===== config.mk =====
export PLATFORM = sky130hd
export DESIGN_NAME = nco_mix_dump_flat
export DESIGN_NICKNAME = d
export VERILOG_FILES = /design/src/rtl/nco_mix_dump_if.sv /design/src/rtl/nco_mix_dump.sv /design/src/flat_wrapper.sv
export SDC_FILE = /design/constraint.sdc
export NUM_CORES = 1
export LEC_CHECK = 0
export ABC_AREA = 1
export CORE_MARGIN = 2
export CORE_UTILIZATION = 39
export CTS_BUF_LIST = sky130_fd_sc_hd__clkbuf_4
export CTS_CLUSTER_DIAMETER = 120
export DETAILED_ROUTE_END_ITERATION = 16
export SLEW_MARGIN = 20
export SYNTH_ARGS = -nofsm -noshare
export SYNTH_HDL_FRONTEND = slang
export SYNTH_SLANG_ARGS = --single-unit

===== constraint.sdc =====
create_clock -name clk -period 8.49 [get_ports clk]
set_input_delay 1.698 -clock clk [delete_from_list [all_inputs] [get_ports clk]]
set_output_delay 1.698 -clock clk [all_outputs]
set_load 0.005 [all_outputs]

===== src/rtl/nco_mix_dump_if.sv =====
// Sample/result bus of the NCO mixer + integrate-and-dump stage.
// Handshake: a sample moves only in an enabled cycle where adc_valid_i and
// nco_valid_i are both high (there is no ready; the stage never stalls the
// source). acc_valid_o marks a fresh acc_o for exactly one enabled cycle.
interface nco_mix_dump_if #(
  parameter int mpr = 13,
  parameter int adw = 14,
  parameter int ow  = 32,
  parameter int lw  = 16
);
  logic [mpr-1:0] fsin_i;
  logic           nco_valid_i;
  logic [adw-1:0] adc_i;
  logic           adc_valid_i;
  logic           sync_i;
  logic [lw-1:0]  dump_len_i;
  logic [ow-1:0]  acc_o;
  logic           acc_valid_o;
  logic           ovf_o;
  logic [lw-1:0]  frame_cnt_o;

  modport master (
    output fsin_i, nco_valid_i, adc_i, adc_valid_i, sync_i, dump_len_i,
    input  acc_o, acc_valid_o, ovf_o, frame_cnt_o
  );

  modport slave (
    input  fsin_i, nco_valid_i, adc_i, adc_valid_i, sync_i, dump_len_i,
    output acc_o, acc_valid_o, ovf_o, frame_cnt_o
  );
endinterface


===== src/rtl/nco_mix_dump.sv =====
// Mixes ADC samples with the NCO sine, integrates the products over a
// sweep-aligned window and emits one saturated result per window.
module nco_mix_dump #(
  parameter int mpr = 13,
  parameter int adw = 14,
  parameter int ow  = 32,
  parameter int lw  = 16
) (
  input  logic          clk,
  input  logic          reset,
  input  logic          clken,
  nco_mix_dump_if.slave bus,
  output logic [0:0]    dbg_state
);

  localparam int pw = adw + mpr;

  localparam logic [0:0] st_idle = 1'b0;
  localparam logic [0:0] st_run  = 1'b1;

  logic [0:0]           state;
  logic [lw-1:0]        len_q;
  logic [lw-1:0]        cnt;
  logic signed [pw-1:0] p1;
  logic                 v1;
  logic [ow-1:0]        acc;
  logic [ow-1:0]        acc_out;
  logic                 acc_valid;
  logic                 ovf;
  logic [lw-1:0]        frame_cnt;

  logic                 sync;
  logic                 accept;
  logic [lw-1:0]        len_m1;
  logic                 last;
  logic [ow:0]          sum;
  logic                 sat_hit;
  logic [ow-1:0]        sum_sat;

  assign sync   = bus.sync_i;
  // A sync cycle's own sample already belongs to the new window.
  assign accept = bus.adc_valid_i & bus.nco_valid_i & ((state == st_run) | sync);
  assign len_m1 = len_q - lw'(1);
  assign last   = (cnt == len_m1);

  // One guard bit above the accumulator detects two's complement overflow.
  always_comb begin
    sum     = {acc[ow-1], acc} + {{(ow + 1 - pw){p1[pw-1]}}, p1};
    sat_hit = sum[ow] ^ sum[ow-1];
    sum_sat = sum[ow-1:0];
    if (sat_hit) begin
      sum_sat = sum[ow] ? {1'b1, {(ow - 1){1'b0}}} : {1'b0, {(ow - 1){1'b1}}};
    end
  end

  // Sweep state and window length; a zero length behaves as one sample.
  always_ff @(posedge clk) begin
    if (reset) begin
      state <= st_idle;
      len_q <= lw'(1);
    end else if (clken && sync) begin
      state <= st_run;
      len_q <= (bus.dump_len_i == '0) ? lw'(1) : bus.dump_len_i;
    end
  end

  // Stage 1: registered full-precision product with its valid bit.
  always_ff @(posedge clk) begin
    if (reset) begin
      p1 <= '0;
      v1 <= 1'b0;
    end else if (clken) begin
      p1 <= $signed(bus.adc_i) * $signed(bus.fsin_i);
      v1 <= accept;
    end
  end

  // Stage 2: accumulate, saturate and dump; sync discards the old product.
  always_ff @(posedge clk) begin
    if (reset) begin
      acc       <= '0;
      cnt       <= '0;
      acc_out   <= '0;
      acc_valid <= 1'b0;
      ovf       <= 1'b0;
      frame_cnt <= '0;
    end else if (clken) begin
      acc_valid <= 1'b0;
      if (sync) begin
        acc       <= '0;
        cnt       <= '0;
        ovf       <= 1'b0;
        frame_cnt <= '0;
      end else if (v1) begin
        if (sat_hit) begin
          ovf <= 1'b1;
        end
        if (last) begin
          acc_out   <= sum_sat;
          acc_valid <= 1'b1;
          acc       <= '0;
          cnt       <= '0;
          frame_cnt <= frame_cnt + lw'(1);
        end else begin
          acc <= sum_sat;
          cnt <= cnt + lw'(1);
        end
      end
    end
  end

  assign bus.acc_o       = acc_out;
  assign bus.acc_valid_o = acc_valid;
  assign bus.ovf_o       = ovf;
  assign bus.frame_cnt_o = frame_cnt;
  assign dbg_state       = state;

endmodule


===== src/flat_wrapper.sv =====
// flat-port wrapper written by rule: the top's interface ports become plain ports
module nco_mix_dump_flat 
#(
  parameter int mpr = 13,
  parameter int adw = 14,
  parameter int ow  = 32,
  parameter int lw  = 16
)
  (clk, reset, clken, dbg_state, bus_fsin_i, bus_nco_valid_i, bus_adc_i, bus_adc_valid_i, bus_sync_i, bus_dump_len_i, bus_acc_o, bus_acc_valid_o, bus_ovf_o, bus_frame_cnt_o);
  nco_mix_dump_if #(.mpr(mpr), .adw(adw), .ow(ow), .lw(lw)) bus_i ();
  input  logic clk;
  input  logic reset;
  input  logic clken;
  output logic [0:0] dbg_state;
  input wire logic [$bits(bus_i.fsin_i)-1:0] bus_fsin_i;
  input wire logic [$bits(bus_i.nco_valid_i)-1:0] bus_nco_valid_i;
  input wire logic [$bits(bus_i.adc_i)-1:0] bus_adc_i;
  input wire logic [$bits(bus_i.adc_valid_i)-1:0] bus_adc_valid_i;
  input wire logic [$bits(bus_i.sync_i)-1:0] bus_sync_i;
  input wire logic [$bits(bus_i.dump_len_i)-1:0] bus_dump_len_i;
  output wire logic [$bits(bus_i.acc_o)-1:0] bus_acc_o;
  output wire logic [$bits(bus_i.acc_valid_o)-1:0] bus_acc_valid_o;
  output wire logic [$bits(bus_i.ovf_o)-1:0] bus_ovf_o;
  output wire logic [$bits(bus_i.frame_cnt_o)-1:0] bus_frame_cnt_o;
  assign bus_i.fsin_i = bus_fsin_i;
  assign bus_i.nco_valid_i = bus_nco_valid_i;
  assign bus_i.adc_i = bus_adc_i;
  assign bus_i.adc_valid_i = bus_adc_valid_i;
  assign bus_i.sync_i = bus_sync_i;
  assign bus_i.dump_len_i = bus_dump_len_i;
  assign bus_acc_o = bus_i.acc_o;
  assign bus_acc_valid_o = bus_i.acc_valid_o;
  assign bus_ovf_o = bus_i.ovf_o;
  assign bus_frame_cnt_o = bus_i.frame_cnt_o;
  nco_mix_dump #(.mpr(mpr), .adw(adw), .ow(ow), .lw(lw)) u_core (.clk(clk), .reset(reset), .clken(clken), .bus(bus_i), .dbg_state(dbg_state));
endmodule

# Word-level counts from Yosys, hierarchy flattened
# Index checks and enable logic that the tools add are counted.
totals:
  rom_bits: 0
  ff_bits: 143
  mem_bits_rw: 0
  mem_count: 0
  out_inout_bits: 51
  in_bits: 49
  latch_bits: 0
  elab_cells: 48
classes:
  muxes: 18
  n_div: 0
  n_reduce_logical: 9
  n_mul: 1
  shift: 0
  n_lt_le_gt_ge: 0
  n_eq_ne: 1
  add_sub_neg: 4
  bitwise: 5
op_table:
  columns: ["operator", "n"]
  rows:
  - ["2-to-1 mux 32 bit", 5]
  - ["2-to-1 mux 16 bit", 7]
  - ["adder 32 x 27 -> 33 bit", 1]
  - ["adder 16 x 1 -> 16 bit (second input constant)", 2]
  - ["multiplier 14 x 13 -> 27 bit", 1]
  - ["== test 16 bit", 1]
  - ["zero test 16 bit", 1]
  - ["subtractor 16 x 1 -> 16 bit (second input constant)", 1]
  - ["2-to-1 mux 1 bit", 6]
  - ["AND reduction 3 bit", 2]
  - ["nonzero test 2 bit", 3]
  - ["AND reduction 4 bit", 1]
  - ["bitwise AND 1 bit", 2]
  - ["AND reduction 2 bit", 1]
  - ["logical AND 1 bit", 1]
  - ["NOT 1 bit", 1]
  - ["OR 1 bit", 1]
  - ["XOR 1 bit", 1]

# Logic depth before layout (Yosys ltp)
logic_depth:
  depth_word: 6
  ltp_mapped: 24
  ltp_nobuf: 23

# Worst setup path after synthesis
# OpenSTA, ideal clock, no wires.
synth_timing:
  path_type: "input -> register"
  startpoint: "in bus_fsin_i[10]"
  endpoint: "reg u_core.p1[19]"
  setup_time_ns: 0.115
  stages: 19
  required_ns: 8.375
  slack_ns: 1.907
  arrival_ns: 6.468
  path_buffers: 1
  path_cell_list: "clkbuf_1 -> nand2_1 -> fa_1 -> fa_1 -> inv_1 -> fa_1 -> fa_1 -> fa_1 -> fa_1 -> ha_1 -> a21oi_1 -> o21ai_0 -> nand2_1 -> nand2_1 -> a21oi_1 -> o21ai_0 -> xor2_1 -> o21ai_0 -> inv_1"
synth_between:
  elab_chain_len: 1
synth_rtl:
  columns: ["item", "line", "rtl"]
  rows:
  - ["start: declaration", "flat_wrapper.sv:15", "input wire logic [$bits(bus_i.fsin_i)-1:0] bus_fsin_i;"]
  - ["multiplier 14 x 13 -> 27 bit", "nco_mix_dump.sv:73", "p1 <= $signed(bus.adc_i) * $signed(bus.fsin_i);"]
  - ["end signal: assignment", "nco_mix_dump.sv:73", null]
  - ["end: declaration", "nco_mix_dump.sv:24", "logic signed [pw-1:0] p1;"]
# No other way between the ends.
# A chain may end at the register's enable or synchronous reset.

# Worst setup path in the final report
layout_timing:
  startpoint: "in bus_fsin_i[1]"
  endpoint: "reg u_core.p1[23]"
# The elaborated chain is that of the path after synthesis.

==> results.sh <==
export IMPL_yosys_warnings=0
export IMPL_die_x_um=210
export IMPL_antenna_left=0
export IMPL_clk_path_buf_depth=2
export IMPL_clk_pin_slew_ns=0.15
export IMPL_antenna_found_initial=2
export IMPL_cts_root_buf="clkbuf_4"
export IMPL_drc=0
export IMPL_critPathMaxStageDelay_ns=0.89
export IMPL_gp_congestion=0.898
export IMPL_fin_cells=3094
export IMPL_reg2reg_depth=17
export IMPL_multi_input_area_um2=11200
export IMPL_synth_ff_type="dfxtp_1"
export IMPL_firstDrtPassIters=5
export IMPL_die_area_um2=44000
export IMPL_rrSetupSlack_ns=3.99
export IMPL_via_per_inst=4.83
export IMPL_drt_initial_drc_count=895
export IMPL_fin_skew_ns=0.0407
export IMPL_post_place_cells=3061
export IMPL_synth_area_top_cells="fa_1 (21%), dfxtp_1 (17%), nand2_1 (14%), inv_1 (13%), nor2_1 (8.0%)"
export IMPL_min_path_type="reg -> reg"
export IMPL_cts_tree="built"
export IMPL_holdPathStages=2
export IMPL_maxCapViolations=0
export IMPL_io_pins=100
export IMPL_num_vias=14900
export IMPL_crit_type="in -> reg"
export IMPL_seq_area_frac_synth_pct=17.3
export IMPL_fin_tns_setup_ns=0
export IMPL_start_util_pct=39.5
export IMPL_r2r_end="u_core.bus.acc_o[22]"
export IMPL_required_ns=9.00
export IMPL_post_cts_setup_buffers=0
export IMPL_layout_drive_gt1_share_pct=3.53
export IMPL_overflow=0
export IMPL_worstPathArrival_ns=7.97
export IMPL_leakagePower_nw=9.77
export IMPL_synth_edf_count=0
export IMPL_grt_pass1_vias=15300
export IMPL_clkLatencyLatePin_ns=0.59
export IMPL_min_period_over_period_pct=87.9
export IMPL_cts_resized=0
export IMPL_num_rows=75
export IMPL_cp_end_kind="register"
export IMPL_syn_inst=2486
export IMPL_ys_async_sr_fraction_pct=0
export IMPL_synthesis_area_um2=16500
export IMPL_rsz0062_at_grt="false"
export IMPL_fmax_mhz=134
export IMPL_worst_path_max_fanout=14
export IMPL_synth_largest_area_cell="fa_1"
export IMPL_synth_top_cell_area_share_pct=21.1
export IMPL_nNetsFinal=2870
export IMPL_r2r_start="u_core.p1[26]"
export IMPL_hold_buffers=0
export IMPL_cp_common_cell="fa_1"
export IMPL_post_route_util_pct=43.4
export IMPL_slew_headroom_pct=34.0
export IMPL_yosysUniqueCellTypes=45
export IMPL_hold_ws_ns=0.474
export IMPL_syn_num_nets=2815
export IMPL_ir_worst_vdd_uv=360
export IMPL_post_place_ws_ns=0.509
export IMPL_nFillCells=4422
export IMPL_drv_slew=0
export IMPL_worstMarginPinSlew_ns=0.989
export IMPL_htree_levels=4
export IMPL_crit_slowest_cell="clkdlybuf4s50_1"
export IMPL_die_h_um=210
export IMPL_crit_path_cell_trace="clkdlybuf4s50_1 > nand2_1 > fa_1 > fa_1 > fa_1 > inv_1 > fa_1 > inv_1 > fa_1 > inv_1 > ha_1 > ha_1 > nand2_1 > nor4_1 > nand4_1 > nand4_1 > nand3_1 > o211ai_1 > inv_1"
export IMPL_status="finished, final reports clean"
export IMPL_post_dp_hpwl_um=35400
export IMPL_syn_area_per_cell_um2=6.64
export IMPL_syn2layout_area_growth_pct=10.1
export IMPL_core_um2=41900
export IMPL_clock_sinks=143
export IMPL_cts_made_buffers=17
export IMPL_hold_viol=0
export IMPL_routed_wl_um=44400
export IMPL_worstHoldEndpoint="u_core.bus.acc_valid_o"
export IMPL_ys_ff_latch=143
export IMPL_portBuffers=99
export IMPL_hp_start="u_core.bus.acc_valid_o"
export IMPL_finalSetupViolations=0
export IMPL_p_per_area_nw_per_um2=341
export IMPL_setup_ws_ns=1.03
export IMPL_start_kind="input pin"
export IMPL_grt_pass1_wl_um=75500
export IMPL_wl_per_cell_um=14.4
export IMPL_grt_total_usage_pct=21.3
export IMPL_grt_max_degree=65
export IMPL_register_area_um2=2860
export IMPL_period_minus_slack_ns=7.46
==> placed cells by master (no fill, tap or decap), drive strengths merged, types with 2 or more instances in the layout <==
cell type      count
clkdlybuf4s50     98
clkinv             6
xor2              37
o22ai              5
xnor2             15
nand3b             2
fa               174
a21oi             85
diode              2
bufinv             2
dfxtp            143
clkinvlp           5
a21o               4
o21bai             8
o211ai             7
o21ai             64
and3               2
clkbuf            18
nand2            632
nand4             28
ha               106
inv              555
nand3            114
a22o               2
nor3              26
or2               14
nor4               9
nor2             372
buf               11
==> Yosys cell counts (all sizes together) (2+ instances only) <==
library cell  count
buf              20
a21oi            85
fa              174
xor2             37
xnor2            15
nand3           114
dfxtp           143
nor2            372
o21ai            64
o21bai            8
or2              14
ha              106
a22o              2
inv             553
clkbuf           53
o211ai            7
nor4              9
o22ai             5
nand4            28
a21o              4
nand2           632
nand3b            2
and3              2
clkinv            2
nor3             26
==> cell type report <==
type / instances / share of cell area [%]
Tap cell: 539 / 3.71
Sequential cell: 143 / 15.7
Clock inverter: 13 / 0.778
Antenna cell: 2 / 0.0275
Timing Repair Buffer: 109 / 5.84
Inverter: 555 / 11.5
Multi-Input combinational cell: 1715 / 61.7
Clock buffer: 18 / 0.743
==> how the worst max path moves through the flow <==
stage	startpoint	end	slack [ns]	depth (start not counted)
final	bus_fsin_i[1]	u_core.p1[23]	1.03	19
after detailed placement	bus_fsin_i[1]	u_core.p1[23]	0.51	19
after floorplan	bus_fsin_i[10]	u_core.p1[19]	1.91	19
after global routing	bus_fsin_i[1]	u_core.p1[23]	0.72	19
after CTS	bus_fsin_i[1]	u_core.p1[23]	1.14	19
after global placement	bus_fsin_i[1]	u_core.p1[23]	0.38	19
==> stage by stage <==
step / area (µm²) / power, W
floorplan: 16500 / 0.00448
global placement: 17900 / 0.00573
detailed placement: 17900 / 0.00573
CTS: 18200 / 0.00624
global route: 18200 / 0.00701
finish: 18200 / 0.00620
==> per-layer routing <==
metal / vias to the layer above / part of all wire [%] / GRT usage, % / wire (µm)
met4: 0 / 2.2 / 6.48 / 997
li1: 7531 / - / - / -
met3: 67 / 4.3 / 2.53 / 1910
met1: 6991 / 46 / 27.8 / 20300
met2: 354 / 48 / 37.1 / 21200
met5: - / 0 / 0 / 0
==> report_power, final <==
part / switching (W) / leakage, nW / internal (W)
registers: 0.0000536 / 1.16 / 0.000735
clock network: 0.000285 / 0.135 / 0.000177
logic: 0.00316 / 8.47 / 0.00179
total: 0.00350 / 9.77 / 0.00270
==> sequential cells by signal (all words and copies together), names as in the netlist <==
register / flops
u_core.cnt: 16
u_core.len_q: 16
u_core.dbg_state: 1
u_core.bus.acc_valid_o: 1
u_core.acc: 32
u_core.bus.ovf_o: 1
u_core.v1: 1
u_core.p1: 27
u_core.bus.frame_cnt_o: 16
u_core.bus.acc_o: 32
==> critical path: cells and delay by family <==
kind,cells,cell delay (ns)
adder cells (fa/ha/maj),7,3.43
AND/OR/NAND/NOR,6,1.61
buffers and inverters,5,1.08
AO/OA/AOI/OAI,1,0.13
==> logic make-up after synthesis <==
kind of cell	count (synthesis)	synth area share, %
AO/OA/AOI/OAI	182	6.01
flip-flops	143	17.3
XOR/XNOR	52	2.76
buffers and inverters	628	14.7
adder cells (fa/ha/maj)	280	29.1
AND/OR/NAND/NOR	1201	30.0
Note: power is estimated with default switching activity, not from simulation.
